$ cat src/rtl/dual_slope_adc_ctrl.sv
// Dual-slope ADC sequencer: auto-zero/integrate/de-integrate control, BCD de-integrate count and multiplexed digit scan.
// Optional build macro LZB_EN blanks leading zero digits in the scanned output.
module dual_slope_adc_ctrl #(
    parameter int NDIG     = 3,
    parameter int AZ_CNT   = 4000,
    parameter int INT_CNT  = 4000,
    parameter int UR_LIM   = 180,
    parameter int SCAN_DIV = 80
) (
    input  logic              CP0,
    input  logic              R8,
    input  logic              START,
    input  logic              CMP,
    input  logic              POL_IN,
    input  logic              DU,
    output logic              PH_AZ,
    output logic              PH_INT,
    output logic              PH_DE,
    output logic              EOC,
    output logic [4*NDIG-1:0] BCD,
    output logic              HALF,
    output logic              POL,
    output logic              OR,
    output logic              UR,
    output logic [NDIG:0]     DS,
    output logic [3:0]        Q
);

    localparam int PH_MAX = (AZ_CNT > INT_CNT) ? AZ_CNT : INT_CNT;
    localparam int PH_W   = $clog2(PH_MAX);
    localparam int SC_W   = (SCAN_DIV > 1) ? $clog2(SCAN_DIV) : 1;

    localparam logic [PH_W-1:0]   AZ_LAST  = PH_W'(AZ_CNT - 1);
    localparam logic [PH_W-1:0]   INT_LAST = PH_W'(INT_CNT - 1);
    localparam logic [SC_W-1:0]   SC_LAST  = SC_W'(SCAN_DIV - 1);
    localparam logic [4*NDIG:0]   CNT_MAX  = {1'b1, {NDIG{4'h9}}};

    typedef enum logic [2:0] {IDLE, AZ, INT, DE, LATCH} state_t;

    state_t            state;
    logic [PH_W-1:0]   ph_cnt;
    logic [4*NDIG:0]   cnt;      // {half digit, full BCD digits}
    logic              ovr;
    logic              sign;
    logic              cmp_q;
    logic [SC_W-1:0]   scan_cnt;
    logic              load;

    function automatic logic [4*NDIG:0] bcd_inc(input logic [4*NDIG:0] v);
        logic [4*NDIG:0] r;
        logic            c;
        r = v;
        c = 1'b1;
        for (int i = 0; i < NDIG; i++) begin
            if (c) begin
                if (r[4*i +: 4] == 4'd9) begin
                    r[4*i +: 4] = 4'd0;
                end else begin
                    r[4*i +: 4] = r[4*i +: 4] + 4'd1;
                    c = 1'b0;
                end
            end
        end
        if (c) r[4*NDIG] = 1'b1;
        return r;
    endfunction

    function automatic int bcd_val(input logic [4*NDIG:0] v);
        int acc;
        int p;
        acc = 0;
        p   = 1;
        for (int i = 0; i < NDIG; i++) begin
            acc = acc + int'(v[4*i +: 4]) * p;
            p   = p * 10;
        end
        acc = acc + int'(v[4*NDIG]) * p;
        return acc;
    endfunction

    function automatic logic [3:0] digit_sel(input logic [4*NDIG-1:0] b, input int i);
        logic [4*NDIG-1:0] hi;
        hi = b >> (4*i);
        digit_sel = hi[3:0];
`ifdef LZB_EN
        if (i > 0 && hi == '0) digit_sel = 4'hF;
`endif
    endfunction

    assign load = (state == LATCH) && DU;

    always_ff @(posedge CP0) begin
        if (R8) begin
            state  <= IDLE;
            ph_cnt <= '0;
            cnt    <= '0;
            ovr    <= 1'b0;
            sign   <= 1'b0;
            cmp_q  <= 1'b0;
            PH_AZ  <= 1'b0;
            PH_INT <= 1'b0;
            PH_DE  <= 1'b0;
            EOC    <= 1'b0;
            BCD    <= '0;
            HALF   <= 1'b0;
            POL    <= 1'b0;
            OR     <= 1'b0;
            UR     <= 1'b0;
        end else begin
            cmp_q <= CMP;
            EOC   <= 1'b0;
            case (state)
                IDLE: begin
                    if (START) begin
                        state  <= AZ;
                        ph_cnt <= '0;
                        PH_AZ  <= 1'b1;
                    end
                end
                AZ: begin
                    if (ph_cnt == AZ_LAST) begin
                        state  <= INT;
                        ph_cnt <= '0;
                        PH_AZ  <= 1'b0;
                        PH_INT <= 1'b1;
                    end else begin
                        ph_cnt <= ph_cnt + 1'b1;
                    end
                end
                INT: begin
                    if (ph_cnt == INT_LAST) begin
                        state  <= DE;
                        ph_cnt <= '0;
                        cnt    <= '0;
                        ovr    <= 1'b0;
                        sign   <= POL_IN;
                        PH_INT <= 1'b0;
                        PH_DE  <= 1'b1;
                    end else begin
                        ph_cnt <= ph_cnt + 1'b1;
                    end
                end
                DE: begin
                    // cmp_q lags CMP by one edge, so the count includes that extra cycle
                    if (!cmp_q) begin
                        state <= LATCH;
                        PH_DE <= 1'b0;
                    end else if (cnt == CNT_MAX) begin
                        state <= LATCH;
                        ovr   <= 1'b1;
                        PH_DE <= 1'b0;
                    end else begin
                        cnt <= bcd_inc(cnt);
                    end
                end
                LATCH: begin
                    if (load) begin
                        {HALF, BCD} <= cnt;
                        POL <= sign;
                        OR  <= ovr;
                        UR  <= !ovr && (bcd_val(cnt) < UR_LIM);
                        EOC <= 1'b1;
                    end
                    if (START) begin
                        state  <= AZ;
                        ph_cnt <= '0;
                        PH_AZ  <= 1'b1;
                    end else begin
                        state <= IDLE;
                    end
                end
                default: state <= IDLE;
            endcase
        end
    end

    // Scanning starts with the first loaded result and then free-runs
    always_ff @(posedge CP0) begin
        if (R8) begin
            DS       <= '0;
            scan_cnt <= '0;
        end else if (DS == '0) begin
            if (load) begin
                DS       <= {{NDIG{1'b0}}, 1'b1};
                scan_cnt <= '0;
            end
        end else if (scan_cnt == SC_LAST) begin
            scan_cnt <= '0;
            DS       <= {DS[NDIG-1:0], DS[NDIG]};
        end else begin
            scan_cnt <= scan_cnt + 1'b1;
        end
    end

    always_comb begin
        Q = 4'h0;
        for (int i = 0; i < NDIG; i++) begin
            if (DS[i]) Q = digit_sel(BCD, i);
        end
        if (DS[NDIG]) Q = {POL, HALF, OR, UR};
    end

endmodule
$ cat config.mk
export PLATFORM = sky130hd
export DESIGN_NAME = dual_slope_adc_ctrl
export DESIGN_NICKNAME = d
export VERILOG_FILES = /design/src/rtl/dual_slope_adc_ctrl.sv
export SDC_FILE = /design/constraint.sdc
export NUM_CORES = 1
export LEC_CHECK = 0
export ABC_AREA = 1
export CAP_MARGIN = 25
export CORE_MARGIN = 1.5
export CORE_UTILIZATION = 63
export DETAILED_ROUTE_END_ITERATION = 10
export GPL_TIMING_DRIVEN = 0
export PLACE_DENSITY = 0.86
export REMOVE_ABC_BUFFERS = 1
export SLEW_MARGIN = 20
export SYNTH_ARGS = -nofsm -noshare
export SYNTH_HDL_FRONTEND = slang
export SYNTH_SLANG_ARGS = --single-unit
$ cat constraint.sdc
create_clock -name CP0 -period 5.7 [get_ports CP0]
set_clock_uncertainty 0.05 [all_clocks]
set_input_delay 1.14 -clock CP0 [delete_from_list [all_inputs] [get_ports CP0]]
set_output_delay 1.14 -clock CP0 [all_outputs]
set_load 0.005 [all_outputs]
Word-level counts from Yosys, hierarchy flattened --
Cells that the tools add are included.
Word-level totals: register bits after elaboration 62, bits in latches 0, bits in writable memories 0, memory bits (read-only) 0, input port bits 6, output and inout port bits 28, logic and storage cells 140, memories kept 0
Cells by class: $add $sub $neg 8, $mul 3, div/mod/pow operators 0, $lt $le $gt $ge 1, equal/unequal tests 22, shift-type cells 0, muxes and demuxes 59, bitwise operators 1, reduce and logical (&&, ||, !) cells 26
Operator list (number):
- 2-to-1 mux 4 bit | 12
- 2-to-1 mux 13 bit | 3
- 2-to-1 mux 1 bit | 27
- case mux 13 bit (2 select lines) | 1
- 2-to-1 mux 12 bit | 2
- case mux 12 bit (2 select lines) | 1
- 2-to-1 mux 7 bit | 3
- != test 2 bit, second input constant | 10
- 2-to-1 mux 3 bit | 5
- case mux 3 bit (5 select lines) | 1
- AND reduction 5 bit | 3
- adder 12 x 11 -> 13 bit | 1
- == test 13 bit, second input constant | 1
- less-than comparator 13 x 8 -> 1 bit, second input constant | 1
- adder 12 x 1 -> 12 bit, second input constant | 1
- adder 4 x 1 -> 4 bit, second input constant | 3
- adder 9 x 11 -> 12 bit | 1
- == test 12 bit, second input constant | 1
- == test 4 bit, second input constant | 3
- AND reduction 4 bit | 3
- nonzero test 2 bit | 5
- adder 4 x 8 -> 9 bit | 1
- multiplier 4 x 5 -> 9 bit, second input constant | 1
- AND reduction 3 bit | 3
- other kinds (17) | 27

Logic depth before layout (Yosys ltp) --
depth after elaboration 20, depth in mapped cells 21

Worst setup path after synthesis --
OpenSTA, ideal clock, no wires.
path type register -> register, start point register cnt[7], end point register UR, library setup time 0.128 ns, data arrival time 3.235 ns, required time 5.522 ns, slack 2.287 ns, stages on the path, launching flop included 17, clock period less this slack 3.413 ns, cell sequence dfxtp_1 > ha_1 > ha_1 > fa_1 > xor2_1 > fa_1 > ha_1 > ha_1 > or2_2 > nand3_1 > nand2_1 > nand2_1 > nand2_1 > nand3_1 > nor2_1 > nor2_1 > nor2_1
On the way: cells in the longest elaborated chain, start to end 6
RTL lines:
- start: declaration | line 42 | logic [4*NDIG:0] cnt;
- start signal: assignment | line 153 | cnt <= bcd_inc(cnt);
- multiplier 4 x 3 -> 7 bit | line 74 | acc = acc + int'(v[4*i +: 4]) * p;
- adder 4 x 8 -> 9 bit | line 74
- adder 9 x 11 -> 12 bit | line 74
- adder 12 x 11 -> 13 bit | line 77 | acc = acc + int'(v[4*NDIG]) * p;
- less-than comparator 13 x 8 -> 1 bit | line 161 | UR <= !ovr && (bcd_val(cnt) < UR_LIM);
- logical AND 1 bit | line 161
- end signal: assignment | line 161
- end: declaration | line 24 | output logic UR,
No other way between the ends. A chain may end at the register's enable or synchronous reset.

Final worst setup path --
Same ends and word-level chain as after synthesis.

==> results.txt <==
----------------------------------------------------
[Status]
  Result of the run ... complete, no violations

[Placed design]
  Number of buffer cells added on primary ports ... 33
  Detail Placement HPWL ... 7340 um
  GP Congestion ... 0.879
  Post-Place Cell Area ... 0.00453 mm^2
  Setup Slack @ Placement ... 1.59 ns

[Cells and area]
  Fraction of layout instances using a drive strength above 1 ... 0.0865
  Final net count ... 663
  Area growth, synth to finish ... 15.2%
  Area of all placed cells without fillers ... 0.00477 mm^2
  N_diodes ... 0
  Share of the core filled with cells ... 0.751
  Layout fillers ... 466

[Synth]
  Number of synthesized flops with an enable pin ... 0
  Share of the synthesized area in the top cell type ... 0.300
  Post-synthesis instance total ... roughly 570
  Share of synthesized flip-flops with an asynchronous set or reset ... 0
  Warnings from Yosys ... 0
  Post-synthesis sequential area ratio ... 0.300
  Most frequent cell after synthesis ... nand2_1
  Biggest area contributors in the synthesized netlist ... dfxtp_1 (30%), ha_1 (12%), nand2_1 (9.3%)
  Dominant synthesized flop cell ... dfxtp_1
  Top cell types by occurrence after synthesis ... nand2_1 (103), inv_1 (76), dfxtp_1 (62)
  Area of the mapped netlist ... just over 0.004 mm^2
  Average instance area after synthesis ... 7.25 um^2
  Number of distinct library cell variants in the gate-level netlist after synthesis ... 45
  Number of register bits inferred by synthesis ... 62
  Library cell with the largest summed area after synthesis ... dfxtp_1

[GRT]
  All-Layer GR Usage ... 0.296
  Global-route wire length before repair ... approximately 17000 um
  Grt met2 use ... 0.503
  Global-route met1 utilization ... 0.374
  Antenna violations before repair ... 0
  Via count of the first global-routing pass ... 3804
  Top Usage Layer GRT ... met2
  Largest net degree at the start of global routing ... 29
  Met3 layer usage reported by global route ... 0.0504
  Sum of overflow across all layers after global routing ... 0

[Route]
  DR vias ... about 4000
  Total length of routed wires ... roughly 9900 um
  Via density ... 5.78
  Initial DRC Count ... 393
  Drc violations ... 0
  DR WL/cell ... 14.3 um
  Count of nets left with antenna violations after detail routing ... 0
  Iteration count of the initial detailed-routing pass ... 7

[Timing]
  Pin slew with the least headroom to its limit ... 0.739 ns
  Post-Route Setup TNS ... 0 ns
  # setup viols final ... 0
  Number of pins with negative max-slew slack in the final report ... 0
  Max-slew headroom ... 0.505
  RSZ-0062 raised after global routing ... false
  Timing-limited maximum frequency ... approximately 270 MHz
  Final worst path period share ... 0.650
  Fin crit period ... 3.71 ns
  Endpoints failing hold ... 0
  Setup WS post-layout ... 1.99 ns

[Floorplan]
  Die Ht ... ~84 um
  Horizontal die dimension ... between 80 and 90 um
  Initial standard-cell utilization of the core ... 0.652
  Area of the die ... 0.00707 mm^2
  Core Region ... 0.00635 mm^2
  Count of boundary I/O pins ... 34
  Row cnt ... 29

[Power and ir drop]
  Power per unit of standard cell area ... 258 mW/mm^2
  Maximum vdd drop ... 0.000257 V
  Leak pwr ... 2.25 nW

[CTS]
  Post-cts hold buffer count ... 0
  Root buf cell ... clkbuf_8
  Number of sinks on the clock net ... 62
  CTS tree ... yes
  CTS H-tree depth ... 3
  Maximum number of buffers from clock root to sink ... 2
  Later-pin clock latency in the skew report ... 0.35 ns
  Number of CTS-inserted buffers ... 9
  Resize count post-CTS ... 0
  Buffers inserted by post-CTS timing repair ... 0
  Register clock-pin slew on the reported worst setup and hold paths ... 0.08 ns

[Worst setup path]
  Data required, critical path ... 5.95 ns
  Endpoint of the most critical register-to-register path ... UR
  CP arrival ... around 4.0 ns
  Largest fanout on the critical path ... 6
  Origin of the worst setup path ... cnt[7]
  Startpoint types ... flip-flop
  Setup Crit Path Kind ... reg -> reg
  Critical R2R Launch ... cnt[7]
  Reg-to-reg setup timing slack ... 1.99 ns
  Worst setup path end ... UR
  Register-to-Register Path Depth ... 15
  CP Capture Type ... flip-flop

[Worst hold path]
  Kind of path behind the tightest hold check ... reg -> reg
  Hold wc startpoint ... PH_DE
  Hold-critical path depth ... 2

[Run]
  Maximum capacitance violations ... 0

----------------------------------------------------
[critical path, stage by stage, from the launching register on]
cell and delay [ns]:
dfxtp_1 0.48, ha_1 0.29, ha_1 0.23, fa_1 0.39
xor2_1 0.20, fa_1 0.44, ha_1 0.30, ha_1 0.33
or2_2 0.33, nand3_1 0.12, nand3_1 0.09, nand2_1 0.07
nand3_1 0.06, nor2_1 0.15, nor2_1 0.05, nor2_1 0.07
[logic make-up after synthesis]
group,synth area share
flops,0.300
buf+inv,0.0843
simple gates,0.306
xor+xnor,0.0148
fa+ha+maj,0.164
compound gates,0.131
[worst min-delay path by stage]
stage	slack (ns)	end
after floorplan	0.39	ovr
after global placement	0.41	PH_DE
after detailed placement	0.41	PH_DE
after CTS	0.42	PH_DE
after global routing	0.46	scan_cnt[1]
final	0.42	PH_DE
[layer usage]
metal	vias to the layer above	wire length, um
li1	1965	-
met1	1866	4210
met2	139	4870
met3	20	628
met4	0	170
met5	-	0
[area by class of cell]
cell class	instances	area, um^2	area share
multi-input combinational	419	2550	0.535
inverter	82	309	0.0648
timing repair buffer	34	345	0.0724
clock buffer	9	124	0.0260
clock inverter	7	104	0.0218
tap	77	96.3	0.0202
sequential	62	1240	0.260
[cells in the final DEF (no fill, tap or decap), types with 3 or more instances in the layout]
master           count
inv_2                4
a21oi_1             52
inv_1               76
nand4_1              9
nand2_2             10
nor4_1               3
o21ai_1              4
nor3_1              13
nand3b_1             3
nor2_4               5
fa_1                 9
nor2_1              58
o21ai_0             31
nor2_2               3
xor2_1               5
clkbuf_8             9
nand2_1            103
ha_1                40
dfxtp_1             62
or2_2                3
a211oi_1             3
nand3_1             40
clkdlybuf4s50_1     33
[state kept, by name (all words and copies together), names as in the netlist]
signal and count:
OR 1, state 3, ph_cnt 12, cmp_q 1
scan_cnt 7, PH_INT 1, HALF 1, sign 1
EOC 1, PH_DE 1, PH_AZ 1, BCD 12
cnt 13, UR 1, ovr 1, DS 4
POL 1
[stage by stage]
step	power, mW	hold WS [ns]	std cells
3_3_place_gp	0.763	0.406	673
6_report	1.23	0.421	690
3_5_place_dp	0.777	0.409	673
4_1_cts	1.23	0.423	689
5_1_grt	1.29	0.459	690
2_1_floorplan	0.675	0.387	563
[power breakdown]
| part | switching, mW | internal [mW] |
|---|---|---|
| combinational | 0.174 | 0.112 |
| clock | 0.203 | 0.252 |
| sequential | 0.0319 | 0.456 |
(Power assumes the default switching activity.)
